==> src/rtl/dispatch_pkg.sv <==
// dispatch_pkg: shared sizing constants for the one-to-four dispatcher
package dispatch_pkg;
  localparam int CHANNELS = 4;
  localparam int SEL_W = 2;
  localparam int CNT_W = 8;
endpackage

==> src/rtl/dispatch_channel_reg.sv <==
// dispatch_channel_reg: one-entry register with valid/ready handshake
//   clk, rst   : clock, async active-high reset
//   load       : word accepted for this channel this cycle
//   din        : word to store on load
//   ready      : consumer accepts the held word
//   valid/dout : word-present flag and held word (dout kept after consume)
module dispatch_channel_reg #(
  parameter int BITS = 32
) (
  input  logic            clk,
  input  logic            rst,
  input  logic            load,
  input  logic [BITS-1:0] din,
  input  logic            ready,
  output logic            valid,
  output logic [BITS-1:0] dout
);
  // load wins over consume so a same-cycle replace leaves valid high with no bubble
  always_ff @(posedge clk or posedge rst)
    if (rst) begin
      valid <= 1'b0;
      dout  <= '0;
    end else if (load) begin
      valid <= 1'b1;
      dout  <= din;
    end else if (ready) begin
      valid <= 1'b0;
    end
endmodule

==> src/rtl/one_to_four_dispatch_demux.sv <==
// one_to_four_dispatch_demux: routes a valid/ready word stream to one of four held channels
//   CLK, RST  : clock, async active-high reset
//   IN_DATA, IN_SELECT, IN_VALID, IN_READY : upstream handshake
//   OUT_DATA, OUT_VALID, OUT_READY         : per-channel downstream handshake
//   COUNT     : per-channel accepted-word counters, present only with DISPATCH_COUNT_EN
module one_to_four_dispatch_demux
  import dispatch_pkg::*;
#(
  parameter int BITS = 32
) (
  input  logic                          CLK,
  input  logic                          RST,
  input  logic [BITS-1:0]               IN_DATA,
  input  logic [SEL_W-1:0]              IN_SELECT,
  input  logic                          IN_VALID,
  output logic                          IN_READY,
  output logic [CHANNELS-1:0][BITS-1:0] OUT_DATA,
  output logic [CHANNELS-1:0]           OUT_VALID,
`ifdef DISPATCH_COUNT_EN
  output logic [CHANNELS-1:0][CNT_W-1:0] COUNT,
`endif
  input  logic [CHANNELS-1:0]           OUT_READY
);
  logic [CHANNELS-1:0] load;
  assign IN_READY = !OUT_VALID[IN_SELECT] || OUT_READY[IN_SELECT];
  genvar i;
  generate
    for (i = 0; i < CHANNELS; i++) begin : g_ch
      assign load[i] = IN_VALID && IN_READY && (IN_SELECT == SEL_W'(i));
      dispatch_channel_reg #(.BITS(BITS)) u_reg (
        .clk  (CLK),
        .rst  (RST),
        .load (load[i]),
        .din  (IN_DATA),
        .ready(OUT_READY[i]),
        .valid(OUT_VALID[i]),
        .dout (OUT_DATA[i])
      );
`ifdef DISPATCH_COUNT_EN
      always_ff @(posedge CLK or posedge RST)
        if (RST) COUNT[i] <= '0;
        else if (load[i]) COUNT[i] <= COUNT[i] + 1'b1;
`endif
    end
  endgenerate
endmodule

==> config.mk <==
export PLATFORM = sky130hd
export DESIGN_NAME = one_to_four_dispatch_demux
export DESIGN_NICKNAME = d
export VERILOG_FILES = /design/src/rtl/dispatch_pkg.sv /design/src/rtl/dispatch_channel_reg.sv /design/src/rtl/one_to_four_dispatch_demux.sv
export SDC_FILE = /design/constraint.sdc
export NUM_CORES = 1
export LEC_CHECK = 0
export ABC_AREA = 1
export ABC_CLOCK_PERIOD_IN_PS = 8320
export CORE_UTILIZATION = 29
export CTS_CLUSTER_DIAMETER = 120
export CTS_CLUSTER_SIZE = 14
export DETAILED_ROUTE_END_ITERATION = 7
export PLACE_DENSITY = 0.53
export SLEW_MARGIN = 20
export SYNTH_ARGS = -nofsm -noshare
export SYNTH_HDL_FRONTEND = slang
export SYNTH_SLANG_ARGS = --single-unit
==> constraint.sdc <==
create_clock -name CLK -period 8.32 [get_ports CLK]
set_input_delay 1.248 -clock CLK [delete_from_list [all_inputs] [get_ports CLK]]
set_output_delay 1.248 -clock CLK [all_outputs]
set_load 0.05 [all_outputs]
==> results of run 1 <==
==> through the flow <==
| stage | total power [mW] | area [sq um] | setup slack, ns | hold slack, ns | utilization (%) |
|---|---|---|---|---|---|
| after global routing | 2.69 | 7990 | 2.40 | 0.488 | 42.3 |
| after detailed placement | 1.80 | 7360 | 2.56 | 0.460 | 38.9 |
| after floorplan | 1.46 | 5640 | 3.55 | 0.504 | - |
| after global placement | 1.80 | 7360 | 2.61 | 0.454 | 38.9 |
| after CTS | 2.61 | 7990 | 2.56 | 0.472 | 42.3 |
| final | 2.58 | 7990 | 2.52 | 0.467 | 42.3 |
==> worst max-delay path: stages <==
cell and delay (ns):
clkdlybuf4s50_1 0.62, nor2_4 0.79, nand2_1 0.10, nand2_1 0.14
nor2_4 0.06, nand2_8 0.49, clkdlybuf4s50_1 0.94
==> placed cells by master, fill, tap and decap left out <==
cell type,count
nand2_1,269
clkdlybuf4s50_1,172
dfrtp_1,132
nand4_1,128
clkbuf_16,17
clkbuf_8,6
nor2_4,4
nand3_2,4
inv_1,4
o21ai_1,4
inv_2,3
nand3_1,3
clkinvlp_4,3
bufinv_16,3
buf_4,3
clkbuf_1,2
nand2_8,1
inv_6,1
clkinv_2,1
==> flip-flops by register name, summed over array words and instances (netlist names) <==
register,flops
g_ch.u_reg.dout,128
g_ch.u_reg.valid,4
==> layer usage <==
layer  vias up  wire length, um
li1       2342                -
met1      2403             7660
met2       175             8240
met3        13             1080
met4         0              216
met5         -                0
==> area by class of cell <==
type	instances	share of cell area, %
repair buffers	175	21.8
clock inverters	7	1.47
flip-flops and latches	132	41.3
inverters	8	0.438
well taps	260	4.07
multi-input cells	413	24.4
clock buffers	25	6.45
==> report_power, final <==
group	internal, mW	switching (mW)	total, mW
Clock	0.519	0.276	0.795
Combinational	0.281	0.654	0.935
Sequential	0.770	0.0817	0.851
==> kinds of logic after synthesis <==
kind of cell | synth area share (%)
simple gates | 34.0
compound gates | 0.355
flops | 58.6
buf+inv | 7.04
==> final timing paths <==
kind	end	slack, ns
worst max-delay path	IN_READY	2.52
worst min-delay path	g_ch[0].u_reg.dout[10]$_DFFE_PP0P_	0.47
worst max register to register	g_ch[2].u_reg.dout[21]$_DFFE_PP0P_	5.55
worst min register to register	g_ch[0].u_reg.dout[10]$_DFFE_PP0P_	0.47
max in group asynchronous	g_ch[3].u_reg.dout[1]$_DFFE_PP0P_	5.69
min in group asynchronous	g_ch[1].u_reg.dout[30]$_DFFE_PP0P_	1.28
==> flow_metrics.env, run 1 <==
export IMPL_status="finished, final reports clean"
export IMPL_h_tree_depth=4
export IMPL_cts_resized=0
export IMPL_cp_arrival_ns=4.55
export IMPL_min_period_ns=5.80
export IMPL_finalSetupTns_ns=0
export IMPL_port_buffers=173
export IMPL_setup_violations=0
export IMPL_multi_input_area_sq_um=1950
export IMPL_max_freq_mhz=172
export IMPL_cts_buffers=17
export IMPL_antenna_found_initial=0
export IMPL_worst_setup_hold_path_clk_slew_ns=0.06
export IMPL_grtUsageTotal_pct=17.5
export IMPL_grt_pass1_vias=4698
export IMPL_yosysWarnings=0
export IMPL_grt_util_met1_pct=23.7
export IMPL_worstPathMaxFanout=133
export IMPL_yosys_area_top_type="dfrtp_1"
export IMPL_cp_required_ns=7.07
export IMPL_detail_route_antenna_nets=0
export IMPL_wl_um=17200
export IMPL_synth_edff_count=0
export IMPL_place_inst=988
export IMPL_p_leak_nw=3.79
export IMPL_relSlewSlack_pct=38.5
export IMPL_num_antenna_cells=0
export IMPL_synth_area_sq_um=5640
export IMPL_synth_top_cells_by_count="nand2_1, dfrtp_1, nand4_1"
export IMPL_min_path_type="register to register"
export IMPL_start_util_pct=29.8
export IMPL_rsz0062_at_grt="no"
export IMPL_hold_path_depth=2
export IMPL_start_kind="input port"
export IMPL_grt_busiest_layer="met2"
export IMPL_overflow=0
export IMPL_ctsHoldBuffers=0
export IMPL_crit_type="input port to primary output"
export IMPL_rr_worst_depth=8
export IMPL_grt_max_degree=134
export IMPL_ir_drop_v=0.000132
export IMPL_post_cts_buffers=0
export IMPL_synth_avg_cell_area_sq_um=9.21
export IMPL_met3_usage_pct=4.42
export IMPL_r2r_start="g_ch[3].u_reg.valid$_DFFE_PP0P_"
export IMPL_final_nets=788
export IMPL_powerDensity_nw_per_um2=323
export IMPL_dieArea_sq_um=20000
export IMPL_design_core_area_sq_um=18900
export IMPL_area_delta_synth_final_pct=41.7
export IMPL_rows=50
export IMPL_drive_gt1_share_pct=6.05
export IMPL_drt_iter0_drc=292
export IMPL_cts_tree="done"
export IMPL_drc=0
export IMPL_die_x_um=141
export IMPL_synthArstFlopShare_pct=100
export IMPL_drv_cap=0
export IMPL_drv_slew=0
export IMPL_crit_start="IN_SELECT[0]"
export IMPL_max_slew_worst_pin_slew_ns=0.920
export IMPL_gp_congestion=0.756
export IMPL_grt_use_met2_pct=27.0
export IMPL_dr_total_vias=4933
export IMPL_cts_sinks=132
export IMPL_wl_per_cell_um=16.9
export IMPL_ios=174
export IMPL_cts_path_max_buffers=2
export IMPL_synth_flop_cell="dfrtp_1"
export IMPL_drt_pass1_iterations=5
export IMPL_synth_area_leaders="dfrtp_1, nand2_1, nand4_1"
export IMPL_via_per_inst=4.84
export IMPL_fillers=1869
export IMPL_synth_cells=612
export IMPL_skew_ns=0.00905
export IMPL_cp_end_kind="primary output"
export IMPL_fin_cells=1020
export IMPL_clock_latency_ns=0.41
export IMPL_syn_nets=653
export IMPL_yosysSeqAreaShare_pct=58.6
export IMPL_min_from="g_ch[0].u_reg.dout[10]$_DFFE_PP0P_"
export IMPL_synth_top_area_share_pct=58.6
export IMPL_root_buffer="clkbuf_16"
export IMPL_synth_seq_cells=132
export IMPL_dp_hpwl_um=10500
export IMPL_yosys_cell_count_top_type="nand2_1"
export IMPL_finalHoldViolations=0
export IMPL_ys_types=18
export IMPL_grt_pass1_wl_um=26800
export IMPL_final_seq_area_sq_um=3300
export IMPL_die_h_um=141
export IMPL_min_period_over_period_pct=69.7
(Power assumes the default switching activity.)
==> run 2, diff against run 1 <==
--- a/config.mk
+++ b/config.mk
@@ -6,7 +6,7 @@
 export NUM_CORES = 1
 export LEC_CHECK = 0
 export ABC_AREA = 1
-export ABC_CLOCK_PERIOD_IN_PS = 8320
+export ABC_CLOCK_PERIOD_IN_PS = 5400
 export CORE_UTILIZATION = 29
 export CTS_CLUSTER_DIAMETER = 120
 export CTS_CLUSTER_SIZE = 14
==> constraint.sdc (replaced) <==
create_clock -name CLK -period 5.4 [get_ports CLK]
set_input_delay 0.81 -clock CLK [delete_from_list [all_inputs] [get_ports CLK]]
set_output_delay 0.81 -clock CLK [all_outputs]
set_load 0.05 [all_outputs]
==> run 2 against run 1 <==
Compared with the run above: critical path depth is 1 higher; sequential cell count unchanged; global-route usage grew 0.19 points; total power grew 51%; die area stayed put; register-to-register slack lost 3.3 ns; non-clock buffer count increased by 2; critical path type unchanged; largest cell class unchanged; highest routed layer unchanged.
==> flow_metrics.env, run 2 (synthesized netlist as in run 1, its figures left out) <==
export IMPL_status="finished, final reports clean"
export IMPL_clock_latency_ns=0.42
export IMPL_wl_per_cell_um=16.8
export IMPL_h_tree_depth=4
export IMPL_cts_tree="done"
export IMPL_crit_slowest_cell="clkdlybuf4s50_1"
export IMPL_via_per_inst=4.80
export IMPL_drt_pass1_iterations=7
export IMPL_ctsHoldBuffers=0
export IMPL_grtUsageTotal_pct=17.7
export IMPL_min_period_over_period_pct=74.0
export IMPL_port_buffers=173
export IMPL_max_slew_worst_pin_slew_ns=0.967
export IMPL_min_period_ns=3.99
export IMPL_cp_required_ns=4.59
export IMPL_antenna_found_initial=0
export IMPL_combPwrFrac_pct=37.0
export IMPL_min_path_type="register to register"
export IMPL_detail_route_antenna_nets=0
export IMPL_crit_family="buffers and inverters"
export IMPL_cts_path_max_buffers=2
export IMPL_finalHoldViolations=0
export IMPL_cp_arrival_ns=3.18
export IMPL_post_cts_buffers=0
export IMPL_worstPathMaxFanout=55
export IMPL_finalSetupTns_ns=0
export IMPL_gp_congestion=0.811
export IMPL_p_leak_nw=3.78
export IMPL_m1WireLength_um=7860
export IMPL_drc=0
export IMPL_drive_gt1_share_pct=6.17
export IMPL_sequentialPowerShare_pct=33.6
export IMPL_layout_cells_most_common="nand2_1"
export IMPL_design_core_area_sq_um=18900
export IMPL_drt_iter0_drc=391
export IMPL_largest_reg_flops=128
export IMPL_dp_hpwl_um=10600
export IMPL_num_antenna_cells=0
export IMPL_drv_cap=0
export IMPL_cts_resized=0
export IMPL_die_h_um=141
export IMPL_powerDensity_nw_per_um2=490
export IMPL_cp_buffers_inverters=3
export IMPL_drv_slew=0
export IMPL_setup_violations=0
export IMPL_final_cell_mix="nand2_1, clkdlybuf4s50_1, dfrtp_1, nand4_1, clkbuf_16"
export IMPL_pwr_share_clk_pct=29.5
export IMPL_crit_chain="clkdlybuf4s50_1, inv_2, nand2_1, nand2_1, nand2_1, nand2_1, nand2_8, clkdlybuf4s50_1"
export IMPL_cts_buffers=17
export IMPL_cpPeakStageDelay_ns=0.88
export IMPL_holdWs_ns=0.467
export IMPL_start_kind="input port"
export IMPL_ir_drop_v=0.000202
export IMPL_dieArea_sq_um=20000
export IMPL_cts_sinks=132
export IMPL_max_freq_mhz=250
export IMPL_root_buffer="clkbuf_16"
export IMPL_regMostFlops="g_ch.u_reg.dout"
export IMPL_p_int_mw=2.35
export IMPL_relSlewSlack_pct=35.4
export IMPL_dr_total_vias=4903
export IMPL_ios=174
export IMPL_switchingPower_mw=1.56
export IMPL_rsz0062_at_grt="no"
export IMPL_grt_pass1_wl_um=26900
export IMPL_overflow=0
export IMPL_grt_pass1_vias=4601
export IMPL_worst_setup_hold_path_clk_slew_ns=0.06
export IMPL_rows=50
export IMPL_crit_top_cell="nand2_1"
export IMPL_reg_top3="g_ch.u_reg.dout: 128 flops, g_ch.u_reg.valid: 4 flops"
export IMPL_start_util_pct=29.8
export IMPL_skew_ns=0.00654
export IMPL_die_x_um=141
export IMPL_grt_max_degree=87
export IMPL_crit_type="input port to primary output"
export IMPL_wl_met3_um=911
export IMPL_wl_um=17200
export IMPL_switching_share_pct=39.9
export IMPL_cp_end_kind="primary output"
export IMPL_dr_max_layer_used="met4"
export IMPL_met2_length_um=8190
export IMPL_final_nets=790
export IMPL_area_delta_synth_final_pct=41.3
## run 2: cell types whose count changed in the layout (fill, tap and decap cells not counted)
cell	previous run	this run
bufinv_16	3	2
clkbuf_1	2	3
buf_4	3	5
clkinv_2	1	3
clkinvlp_4	3	2
clkbuf_8	6	4
clkinv_4	0	1
## run 2: per-layer routing
metal / track usage (%) / vias up
met5: 0 / -
met4: 6.56 / 0
met3: 4.02 / 18
met2: 27.4 / 164
met1: 24.3 / 2371
li1: - / 2350
## run 2: worst min-delay path, delay by kind of cell, from the launching register on
kind             cells  cell delay [ns]
DFF                  1             0.34
and+or+nand+nor      2             0.09
## run 2: per-stage QoR
| stage | cell area (sq um) | utilization [%] | worst slack [ns] | cells | total power [mW] |
|---|---|---|---|---|---|
| after floorplan | 5640 | - | 1.06 | 612 | 2.25 |
| after global placement | 7370 | 39.0 | 1.06 | 990 | 2.77 |
| after detailed placement | 7370 | 39.0 | 1.00 | 990 | 2.78 |
| after CTS | 7960 | 42.2 | 1.43 | 1022 | 3.95 |
| after global routing | 7960 | 42.2 | 1.13 | 1022 | 4.07 |
| final | 7960 | 42.2 | 1.41 | 1022 | 3.90 |
## run 2: path summary, 6_finish.rpt
kind | start | to | slack [ns] | depth (start not counted)
max in group asynchronous | RST | g_ch[1].u_reg.dout[19]$_DFFE_PP0P_ | 3.39 | 3
min reg2reg | g_ch[1].u_reg.dout[5]$_DFFE_PP0P_ | g_ch[1].u_reg.dout[5]$_DFFE_PP0P_ | 0.47 | 2
min | g_ch[1].u_reg.dout[5]$_DFFE_PP0P_ | g_ch[1].u_reg.dout[5]$_DFFE_PP0P_ | 0.47 | 2
max | IN_SELECT[0] | IN_READY | 1.41 | 8
max reg2reg | g_ch[3].u_reg.valid$_DFFE_PP0P_ | g_ch[2].u_reg.dout[11]$_DFFE_PP0P_ | 2.29 | 9
min in group asynchronous | RST | g_ch[3].u_reg.dout[2]$_DFFE_PP0P_ | 0.92 | 2
## run 2: area by class of cell
| cell class | count | area [sq um] |
|---|---|---|
| tap | 260 | 325 |
| timing repair buffer | 177 | 1760 |
| inverter | 8 | 35.0 |
| fill | 1876 | 10900 |
| clock buffer | 24 | 492 |
| clock inverter | 8 | 98.8 |
| sequential | 132 | 3300 |
| multi-input combinational | 413 | 1950 |
## run 2: power by group through the flow
stage / Combinational, mW / Clock (mW) / Sequential (mW)
floorplan: 0.267 / 0 / 1.99
finish: 1.44 / 1.15 / 1.31
global placement: 1.44 / 0 / 1.32
global route: 1.52 / 1.22 / 1.33
detailed placement: 1.46 / 0 / 1.33
CTS: 1.46 / 1.18 / 1.31
==> run 3, diff against run 2 <==
--- a/config.mk
+++ b/config.mk
@@ -6,12 +6,12 @@
 export NUM_CORES = 1
 export LEC_CHECK = 0
 export ABC_AREA = 1
-export ABC_CLOCK_PERIOD_IN_PS = 5400
+export ABC_CLOCK_PERIOD_IN_PS = 3510
 export CORE_UTILIZATION = 29
 export CTS_CLUSTER_DIAMETER = 120
 export CTS_CLUSTER_SIZE = 14
 export DETAILED_ROUTE_END_ITERATION = 7
-export PLACE_DENSITY = 0.53
+export PLACE_DENSITY = 0.55
 export SLEW_MARGIN = 20
 export SYNTH_ARGS = -nofsm -noshare
 export SYNTH_HDL_FRONTEND = slang
==> constraint.sdc (replaced) <==
create_clock -name CLK -period 3.51 [get_ports CLK]
set_input_delay 0.5265 -clock CLK [delete_from_list [all_inputs] [get_ports CLK]]
set_output_delay 0.5265 -clock CLK [all_outputs]
set_load 0.05 [all_outputs]
==> run 3 against run 2 <==
Compared with the run above: combinational power up 56%; final area up 1.4%; sequential share of layout area down 0.59 points; sequential cell count unchanged; core utilization up 0.61 points; cell count up 0.88%; first-iteration DRC count down 12%; register-to-register slack worse by 0.63 ns; sequential power up 54%; clock power up 59%; global-route usage up 1.0 points; setup slack worse by 0.41 ns; critical path type unchanged; critical endpoint unchanged; largest cell class unchanged.
==> flow_metrics.env, run 3 (synthesized netlist as in run 1, its figures left out) <==
export IMPL_status="finished, final reports clean"
export IMPL_cp_arrival_ns=1.99
export IMPL_die_x_um=141
export IMPL_wl_per_cell_um=17.5
export IMPL_final_cell_mix="nand2_1, clkdlybuf4s50_1, dfrtp_1, nand4_1, clkbuf_16"
export IMPL_skew_ns=0.00816
export IMPL_grt_max_degree=133
export IMPL_ctsHoldBuffers=0
export IMPL_largest_reg_flops=128
export IMPL_num_antenna_cells=0
export IMPL_pre_cts_slack_ns=0.708
export IMPL_min_period_ns=2.52
export IMPL_wl_um=18100
export IMPL_max_slew_worst_pin_slew_ns=0.755
export IMPL_clock_latency_ns=0.42
export IMPL_port_buffers=173
export IMPL_reg_top3="g_ch.u_reg.dout: 128 flops, g_ch.u_reg.valid: 4 flops"
export IMPL_relSlewSlack_pct=49.7
export IMPL_start_util_pct=29.8
export IMPL_cts_buffers=17
export IMPL_grt_pass1_vias=4996
export IMPL_drive_gt1_share_pct=7.39
export IMPL_h_tree_depth=4
export IMPL_finalHoldViolations=0
export IMPL_switchingPower_mw=2.42
export IMPL_cts_tree="done"
export IMPL_dp_hpwl_um=11300
export IMPL_max_freq_mhz=397
export IMPL_drv_cap=0
export IMPL_sequentialPowerShare_pct=33.2
export IMPL_final_nets=799
export IMPL_switching_share_pct=39.7
export IMPL_layout_cells_most_common="nand2_1"
export IMPL_cp_required_ns=2.98
export IMPL_finalSetupTns_ns=0
export IMPL_grt_pass1_wl_um=28400
export IMPL_dieArea_sq_um=20000
export IMPL_p_leak_nw=3.85
export IMPL_crit_type="input port to primary output"
export IMPL_worstPathMaxFanout=8
export IMPL_rows=50
export IMPL_antenna_found_initial=0
export IMPL_worst_setup_hold_path_clk_slew_ns=0.05
export IMPL_min_period_over_period_pct=71.7
export IMPL_drt_pass1_iterations=4
export IMPL_p_int_mw=3.68
export IMPL_design_core_area_sq_um=18900
export IMPL_start_kind="input port"
export IMPL_setup_slack_ns=0.993
export IMPL_cts_sinks=132
export IMPL_cts_resized=0
export IMPL_area_delta_synth_final_pct=43.3
export IMPL_cp_end_kind="primary output"
export IMPL_cts_path_max_buffers=2
export IMPL_post_cts_buffers=0
export IMPL_ir_drop_v=0.000345
export IMPL_dr_total_vias=5043
export IMPL_drc=0
export IMPL_drt_iter0_drc=345
export IMPL_grtUsageTotal_pct=18.8
export IMPL_regMostFlops="g_ch.u_reg.dout"
export IMPL_min_path_type="register to register"
export IMPL_detail_route_antenna_nets=0
export IMPL_ios=174
export IMPL_root_buffer="clkbuf_16"
export IMPL_combPwrFrac_pct=36.8
export IMPL_overflow=0
export IMPL_setup_violations=0
export IMPL_gp_congestion=0.835
export IMPL_via_per_inst=4.89
export IMPL_drv_slew=0
export IMPL_die_h_um=141
export IMPL_rsz0062_at_grt="no"
export IMPL_powerDensity_nw_per_um2=754
export IMPL_pwr_share_clk_pct=30.0
[run 3: power groups by stage]
stage	Sequential, mW	Combinational (mW)	Clock, mW
6_report	2.02	2.24	1.83
5_1_grt	2.06	2.35	1.94
4_1_cts	2.03	2.26	1.87
3_5_place_dp	2.04	2.26	0
3_3_place_gp	2.04	2.23	0
2_1_floorplan	3.06	0.410	0
[run 3: metal layers]
metal	share of wire, %	up-vias	wire [um]	global-route usage [%]
met5	0	-	0	0
met4	1.4	0	247	7.02
met3	5.8	19	1040	3.95
met2	49	176	8810	30.0
met1	44	2494	7960	25.0
li1	-	2354	-	-
[run 3: layout make-up]
cell class / count / area (sq um)
clock buffer: 23 / 478
clock inverter: 9 / 126
fill: 1890 / 10800
inverter: 8 / 33.8
multi-input combinational: 413 / 1950
sequential: 132 / 3300
tap: 260 / 325
timing repair buffer: 186 / 1860
[run 3: path summary, 6_finish.rpt]
kind,startpoint,to,slack [ns],cells past startpoint
max,IN_SELECT[0],IN_READY,0.99,8
min,g_ch[1].u_reg.dout[7]$_DFFE_PP0P_,g_ch[1].u_reg.dout[7]$_DFFE_PP0P_,0.47,2
max reg2reg,g_ch[3].u_reg.valid$_DFFE_PP0P_,g_ch[1].u_reg.dout[26]$_DFFE_PP0P_,1.66,8
min reg2reg,g_ch[1].u_reg.dout[7]$_DFFE_PP0P_,g_ch[1].u_reg.dout[7]$_DFFE_PP0P_,0.47,2
max in group asynchronous,RST,g_ch[0].u_reg.dout[7]$_DFFE_PP0P_,2.28,3
min in group asynchronous,RST,g_ch[2].u_reg.dout[29]$_DFFE_PP0P_,0.65,3
[run 3: stage by stage]
step           power [mW]  util (%)  area (sq um)  hold WS, ns  std cells
2_1_floorplan        3.47         -          5640        0.504        612
3_3_place_gp         4.28      39.6          7470        0.452        999
3_5_place_dp         4.30      39.6          7470        0.458        999
4_1_cts              6.15      42.8          8080        0.473       1031
5_1_grt              6.35      42.8          8080        0.492       1031
6_report             6.09      42.8          8080        0.471       1031
[run 3: critical path: stages]
cell and delay [ns]:
clkdlybuf4s50_1 0.71, inv_2 0.13, nand2_1 0.08, nand2_1 0.05, nand2_1 0.07, nand2_1 0.14, nand2_8 0.13, buf_12 0.14
